--- config.mk ---
export PLATFORM = sky130hd
export DESIGN_NAME = mul16_shift_add
export DESIGN_NICKNAME = d
export VERILOG_FILES = /design/src/rtl/mul16_shift_add.sv
export SDC_FILE = /design/constraint.sdc
export NUM_CORES = 1
export LEC_CHECK = 0
export CAP_MARGIN = 20
export CORE_MARGIN = 2
export CORE_UTILIZATION = 53
export CTS_CLUSTER_SIZE = 12
export DETAILED_ROUTE_END_ITERATION = 12
export PLACE_DENSITY = 0.91
export REMOVE_ABC_BUFFERS = 1
export SLEW_MARGIN = 20
export SYNTH_ARGS = -nofsm -noshare
export SYNTH_HDL_FRONTEND = slang
export SYNTH_SLANG_ARGS = --single-unit
export TNS_END_PERCENT = 10
--- constraint.sdc ---
create_clock -name i_clk -period 3.44 [get_ports i_clk]
set_input_delay 0.344 -clock i_clk [delete_from_list [all_inputs] [get_ports i_clk]]
set_output_delay 0.344 -clock i_clk [all_outputs]
set_load 0.02 [all_outputs]
--- src/rtl/mul16_shift_add.sv ---
// Sequential 16x16 unsigned shift-add multiplier: one 16-bit add per clock,
// 32-bit product after 16 iterations, with a start/busy/done handshake.
module mul16_shift_add (
  input  logic        i_clk,
  input  logic        i_rst,
  input  logic        i_start,
  input  logic [15:0] i_A,
  input  logic [15:0] i_B,
  output logic [31:0] o_P,
  output logic        o_busy,
  output logic        o_done
);

  typedef enum logic [1:0] {IDLE, RUN, DONE} state_t;

  state_t      state, state_nxt;
  logic [15:0] m, acc, q;
  logic [3:0]  cnt;
  logic [15:0] add_y;
  logic [16:0] sum;

  // Single 16-bit add with carry-out; carry-in is always zero.
  function automatic logic [16:0] add16(input logic [15:0] x, input logic [15:0] y);
    return {1'b0, x} + {1'b0, y};
  endfunction

  always_comb begin
    add_y = q[0] ? m : 16'h0000;
    sum   = add16(acc, add_y);
  end

  always_comb begin
    state_nxt = state;
    case (state)
      IDLE:    if (i_start) state_nxt = RUN;
      RUN:     if (cnt == 4'd15) state_nxt = DONE;
      DONE:    state_nxt = IDLE;
      default: state_nxt = IDLE;
    endcase
  end

  always_ff @(posedge i_clk) begin
    if (i_rst) state <= IDLE;
    else       state <= state_nxt;
  end

  // Carry-out lands in ACC[15] so the full 33-bit shift keeps the top bit.
  always_ff @(posedge i_clk) begin
    if (i_rst) begin
      m   <= '0;
      acc <= '0;
      q   <= '0;
      cnt <= '0;
      o_P <= '0;
    end else begin
      case (state)
        IDLE: begin
          if (i_start) begin
            m   <= i_A;
            q   <= i_B;
            acc <= '0;
            cnt <= '0;
          end
        end
        RUN: begin
          {acc, q} <= {sum, q[15:1]};
          cnt      <= cnt + 4'd1;
          if (cnt == 4'd15) o_P <= {sum, q[15:1]};
        end
        default: ;
      endcase
    end
  end

  assign o_busy = (state == RUN);
  assign o_done = (state == DONE);

endmodule
; ---- After elaboration in Yosys (flattened, before gate mapping)
; Index checks and enable logic that the tools add are counted.
[word_totals]
out_inout_bits = 34
reg_bits = 86
[op_classes]
mux = 10
eq_ne = 5
n_reduce_logical = 6
add_sub_neg = 2
[op_table]
columns = operator, count
row1 = $pmux W16 S2, 2
row2 = $mux W16, 3
row3 = $add A16 B16 Y17, 1
row4 = $pmux W4 S2, 1
row5 = $reduce_and A2 Y1, 4
row6 = $add A4 B1 Y4 const B, 1
row7 = $eq A4 B4 Y1 const B, 1
row8 = $mux W2, 2
row9 = $mux W4, 1
row10 = $pmux W2 S2, 1
row11 = $eq A2 B1 Y1 const B, 1
row12 = $eq A2 B2 Y1 const B, 1
row13 = $logic_not A2 Y1, 1
row14 = $ne A2 B1 Y1 const B, 1
row15 = $ne A2 B2 Y1 const B, 1
row16 = $reduce_bool A2 Y1, 1

; ---- Logic depth before layout (Yosys ltp)
[depth]
ltp_word = 3
ltp_mapped = 10
mapped_depth_nobuf = 9

; ---- Worst setup path before layout
; Ideal clock, no wire load.
[synth_timing]
path_kind = register to register
from = reg q[0]
to = reg o_P[29]
synth_period_minus_slack_ps = 2458
setup_ps = 62
slack_ps = 982
t_arrival_ps = 2396
n_path_buf = 1
stages_incl_launch_ff = 11
path_cell_list = dfxtp_1 > clkbuf_1 > and2_1 > ha_1 > fa_1 > a21oi_1 > o211ai_1 > nand3_1 > a311oi_2 > or4b_1 > nand3_1
[synth_between]
elab_chain_len = 2
[synth_rtl]
columns = item, line
row1 = from (decl), 17  ; logic [15:0] m, acc, q;
row2 = from (signal assigned), 60  ; q <= i_B;
row3 = from (signal assigned), 66  ; {acc, q} <= {sum, q[15:1]};
row4 = $mux W16, 28  ; add_y = q[0] ? m : 16'h0000;
row5 = $add A16 B16 Y17, 24  ; return {1'b0, x} + {1'b0, y};
row6 = to (signal assigned), 68  ; if (cnt == 4'd15) o_P <= {sum, q[15:1]};
row7 = to (decl), 9  ; output logic [31:0] o_P,
; No other way between the ends.
; A chain may end at the register's enable or synchronous reset.

; ---- Final worst setup path
[layout_timing]
from = reg q[0]
to = reg acc[13]
[layout_between]
elab_chain_len = 3
[layout_rtl]
columns = item, line
row1 = $mux W16, 28
row2 = $add A16 B16 Y17, 24
row3 = $pmux W16 S2, 56  ; case (state)
row4 = to (signal assigned), 66
row5 = to (decl), 17
; No other way between the ends.

==> results by stage <==
STA:
- The setup clock skew after layout is 0.0122 ns.
- Based on the critical path, the design can be clocked at up to 0.359 GHz.
- The pin slew with the least headroom to its limit is 0.800 ns.
- In the final timing run, aggregate negative setup slack is 0 ns.
- The final period demand of the worst path is 2.79 ns.
- The number of pins exceeding their max-slew limit in the final report was 0.
- The final number of hold-violating endpoints came to 0.
- The relative slew slack is 46.5%.
- The total setup violations reported at the end of the flow is 0.
- The worst path uses 81.1% of the clock period.
- Setup repair after global routing left no endpoint under its margin.

Critical path:
- STA classifies the critical path endpoint as a flop.
- Broken down by cell family, the worst path's largest delay share belongs to compound AO/OA/AOI/OAI gates.
- The worst setup path is launched from a flop.
- Among all stages on the critical path, the largest delay is contributed by sky130_fd_sc_hd__dfxtp_1.
- The top fanout value on the critical path is 17.
- The signal on the critical path passes through and2_1 -> ha_1 -> fa_1 -> a21oi_1 -> o211ai_1 -> nand3_1 -> a311oi_2 -> nor4b_1 -> a211o_1.
- The worst setup path is of the flop to flop kind.
- On the worst path, the slowest cell contributes a delay of 0.65 ns.
- At the worst endpoint, the required time is 3.68 ns.
- The data arrival time of the worst path is 3.03 ns.
- The critical path contains buffers and inverters numbering 0 combined.

Synth:
- The synthesized area divided by synthesized cell count is 7.78 sq um.
- After synthesis, the share of flip-flops with an asynchronous set or reset is 0%.
- The synthesized netlist occupies a cell area of 0.00410 sq mm.
- Counting flops with a built-in enable in the synthesized netlist gives 0.
- The synthesized instance count is 527.
- The fraction of synthesized cell area taken by the top area cell type is 42.0%.
- Sequential cells were found to cover 42.0% of the synthesized design area.
- By area the synthesized netlist is led by sky130_fd_sc_hd__dfxtp_1, sky130_fd_sc_hd__nand2_1, sky130_fd_sc_hd__a21oi_1.
- The count of different cell masters after synthesis is 51.
- The library cell with the largest summed area after synthesis is sky130_fd_sc_hd__dfxtp_1.
- The count of synthesis-stage warnings from yosys is 0.
- The dominant synthesized flop cell is sky130_fd_sc_hd__dfxtp_1.
- Synthesis inferred 86 register bits.

Die:
- The number of standard-cell rows in the floorplan is 32.
- For this configuration, the core starts out at a cell density of 53.9%.
- The core region is 0.00761 sq mm.
- The die is 92.0 um tall.
- The die outline area is 0.00846 sq mm.
- The die width is 92.0 um.
- During I/O placement, the number of pins put on the boundary was 69.

Route:
- The count of nets left with antenna violations after detail routing is 0.
- The routed wire length is 9700 um.
- Detailed routing inserted a total of 3897 vias.
- The detailed router finished its first iteration with 216 violations.
- For this run, design rule violations remaining after detail routing come to 0.
- Using the TritonRoute via totals, the vias-per-cell ratio works out to 5.68.
- The number of detailed-routing iterations run before antenna repair is 4.
- The routed wirelength normalized by instance count is 14.1 um.

Cells and area:
- The filler cells instantiated in the layout total 626.
- In the layout the commonest cells are sky130_fd_sc_hd__nand2_1, sky130_fd_sc_hd__dfxtp_1, sky130_fd_sc_hd__nor2_1.
- The final layout net count is 632.
- The area growth from synthesis to layout is 22.8%.
- Summing all flip-flop and latch instances after layout gives 0.00172 sq mm.
- The count of antenna diodes in the layout is 0.
- The library cell used most frequently in the layout, excluding fill and tap cells, is sky130_fd_sc_hd__nand2_1.
- Summing all multi-input logic gate instances after layout gives 0.00222 sq mm.
- The post-route netlist has 5.65% of its cells at a drive strength greater than 1.

Outcome:
- The flow ran to the end, and the final reports show no timing, DRC or antenna violations.

Worst hold path:
- The tightest min-delay check is of the flop to flop type.

CTS:
- The number of buffers added for setup after CTS is 0.
- The tree is rooted in a sky130_fd_sc_hd__clkbuf_8.
- Clock tree synthesis inserted a total of 9 buffers.
- The clock latency on the worst-skew pair is 0.36 ns.
- The number of buffers added to fix hold violations after cts is 0.
- Counting every sink on the clock net gives 86.
- Post-CTS repair changed the size of 0 cells.
- The clock-pin slew of the registers on the worst-case setup and hold paths is 0.08 ns.
- The clock tree from TritonCTS is done.
- In this run the deepest clock path goes through 2 buffers.
- The H-tree was split into 3 levels.

Placement:
- Routability-driven placement finished with a final weighted congestion of 0.984.
- The number of input and output port buffers inserted is 68.
- After legalization and detailed placement, the total HPWL measured 6750 um.

Pwr:
- The leakage power is 1.93 nW.
- For this design the ratio of total power to cell area is 394 mW/mm^2.
- The design draws 0.00198 W.
- VDD sags by at most 0.237 mV.

Global routing:
- The initial antenna violation count is 0.
- The first-pass GRT wire length is 16300 um.
- Global routing used 23.6% of the available tracks across all layers.
- Global routing finished with a remaining overflow of 0.
- Entering global routing, the biggest net connects 69 pins.
- The number of global-route vias before repair was 3717.

Run:
- Max-cap violations in this run came to 0.
registers in the layout, summed over array words and instances (netlist names):
signal,count
acc,16
cnt,4
m,16
o_P,32
q,16
state,2
cells by family (layout without fill, tap and decap cells):
logic type               count (synthesis)  in the layout  share of synthesized area, %
AO/OA/AOI/OAI                          115            115                          17.5
XOR/XNOR                                 6              6                          1.28
adder cells (fa/ha/maj)                 18             18                          5.67
buffers and inverters                   42             99                          3.90
flip-flops                              86             86                          42.0
AND/OR/NAND/NOR                        260            260                          29.7
report_power, final:
group	internal, W	switching [W]
clock	0.000378	0.000358
combinational	0.0000824	0.000110
sequential	0.00103	0.0000272
per-stage QoR:
stage | instance area [sq um] | std cells | hold slack, ns | setup WS (ns) | utilization [%]
floorplan | 3980 | 494 | 0.413 | 0.879 | -
global placement | 4830 | 670 | 0.441 | 0.828 | 63.5
detailed placement | 4830 | 670 | 0.445 | 0.712 | 63.5
CTS | 5040 | 686 | 0.456 | 0.678 | 66.2
global route | 5040 | 686 | 0.476 | 0.388 | 66.3
finish | 5040 | 686 | 0.455 | 0.651 | 66.3
cell type report:
cell class	count	share of cell area [%]
Clock inverter	4	1.09
Inverter	9	0.670
Multi-Input combinational cell	399	44.1
Clock buffer	12	3.08
Timing Repair Buffer	74	14.3
Sequential cell	86	34.2
Tap cell	102	2.53
worst min-delay path: cells and delay by family (launching register included):
| family | cells | cell delay (ns) |
|---|---|---|
| and+or+nand+nor | 1 | 0.05 |
| DFF | 1 | 0.31 |
| AOI/OAI and AO/OA | 1 | 0.05 |
worst paths after layout:
path,from,to,slack [ns],cells after the start
hold / removal,m[8]$_SDFFE_PP0P_,m[8]$_SDFFE_PP0P_,0.45,2
setup / recovery,q[0]$_SDFFE_PP0P_,acc[13]$_SDFFE_PP0P_,0.65,9
setup reg to reg,q[0]$_SDFFE_PP0P_,acc[13]$_SDFFE_PP0P_,0.65,9
hold reg to reg,m[8]$_SDFFE_PP0P_,m[8]$_SDFFE_PP0P_,0.45,2
Yosys cell counts (all sizes together) (3+ instances only):
cell type and n:
nor4 19, o211ai 3, ha 17, nor2b 5, a21oi 63, nand3 17, nor3 7, a31oi 4
and2 19, dfxtp 86, a21o 4, xnor2 5, nand3b 6, o21a 3, nor2 72, a32o 3
inv 9, buf 6, or3 3, clkbuf 27, a211oi 9, nor3b 5, nand2 93, nand2b 4
or2 3, o21ai 10
metal layers:
metal | wire length, um | up-vias | global-route usage [%] | part of all wire (%)
met5 | 0 | - | 0 | 0
met4 | 263 | 0 | 11.3 | 2.7
met3 | 496 | 25 | 4.60 | 5.1
met2 | 4740 | 103 | 41.1 | 49
met1 | 4190 | 1842 | 27.8 | 43
li1 | - | 1927 | - | -
Power figures use the tool's default switching activity.
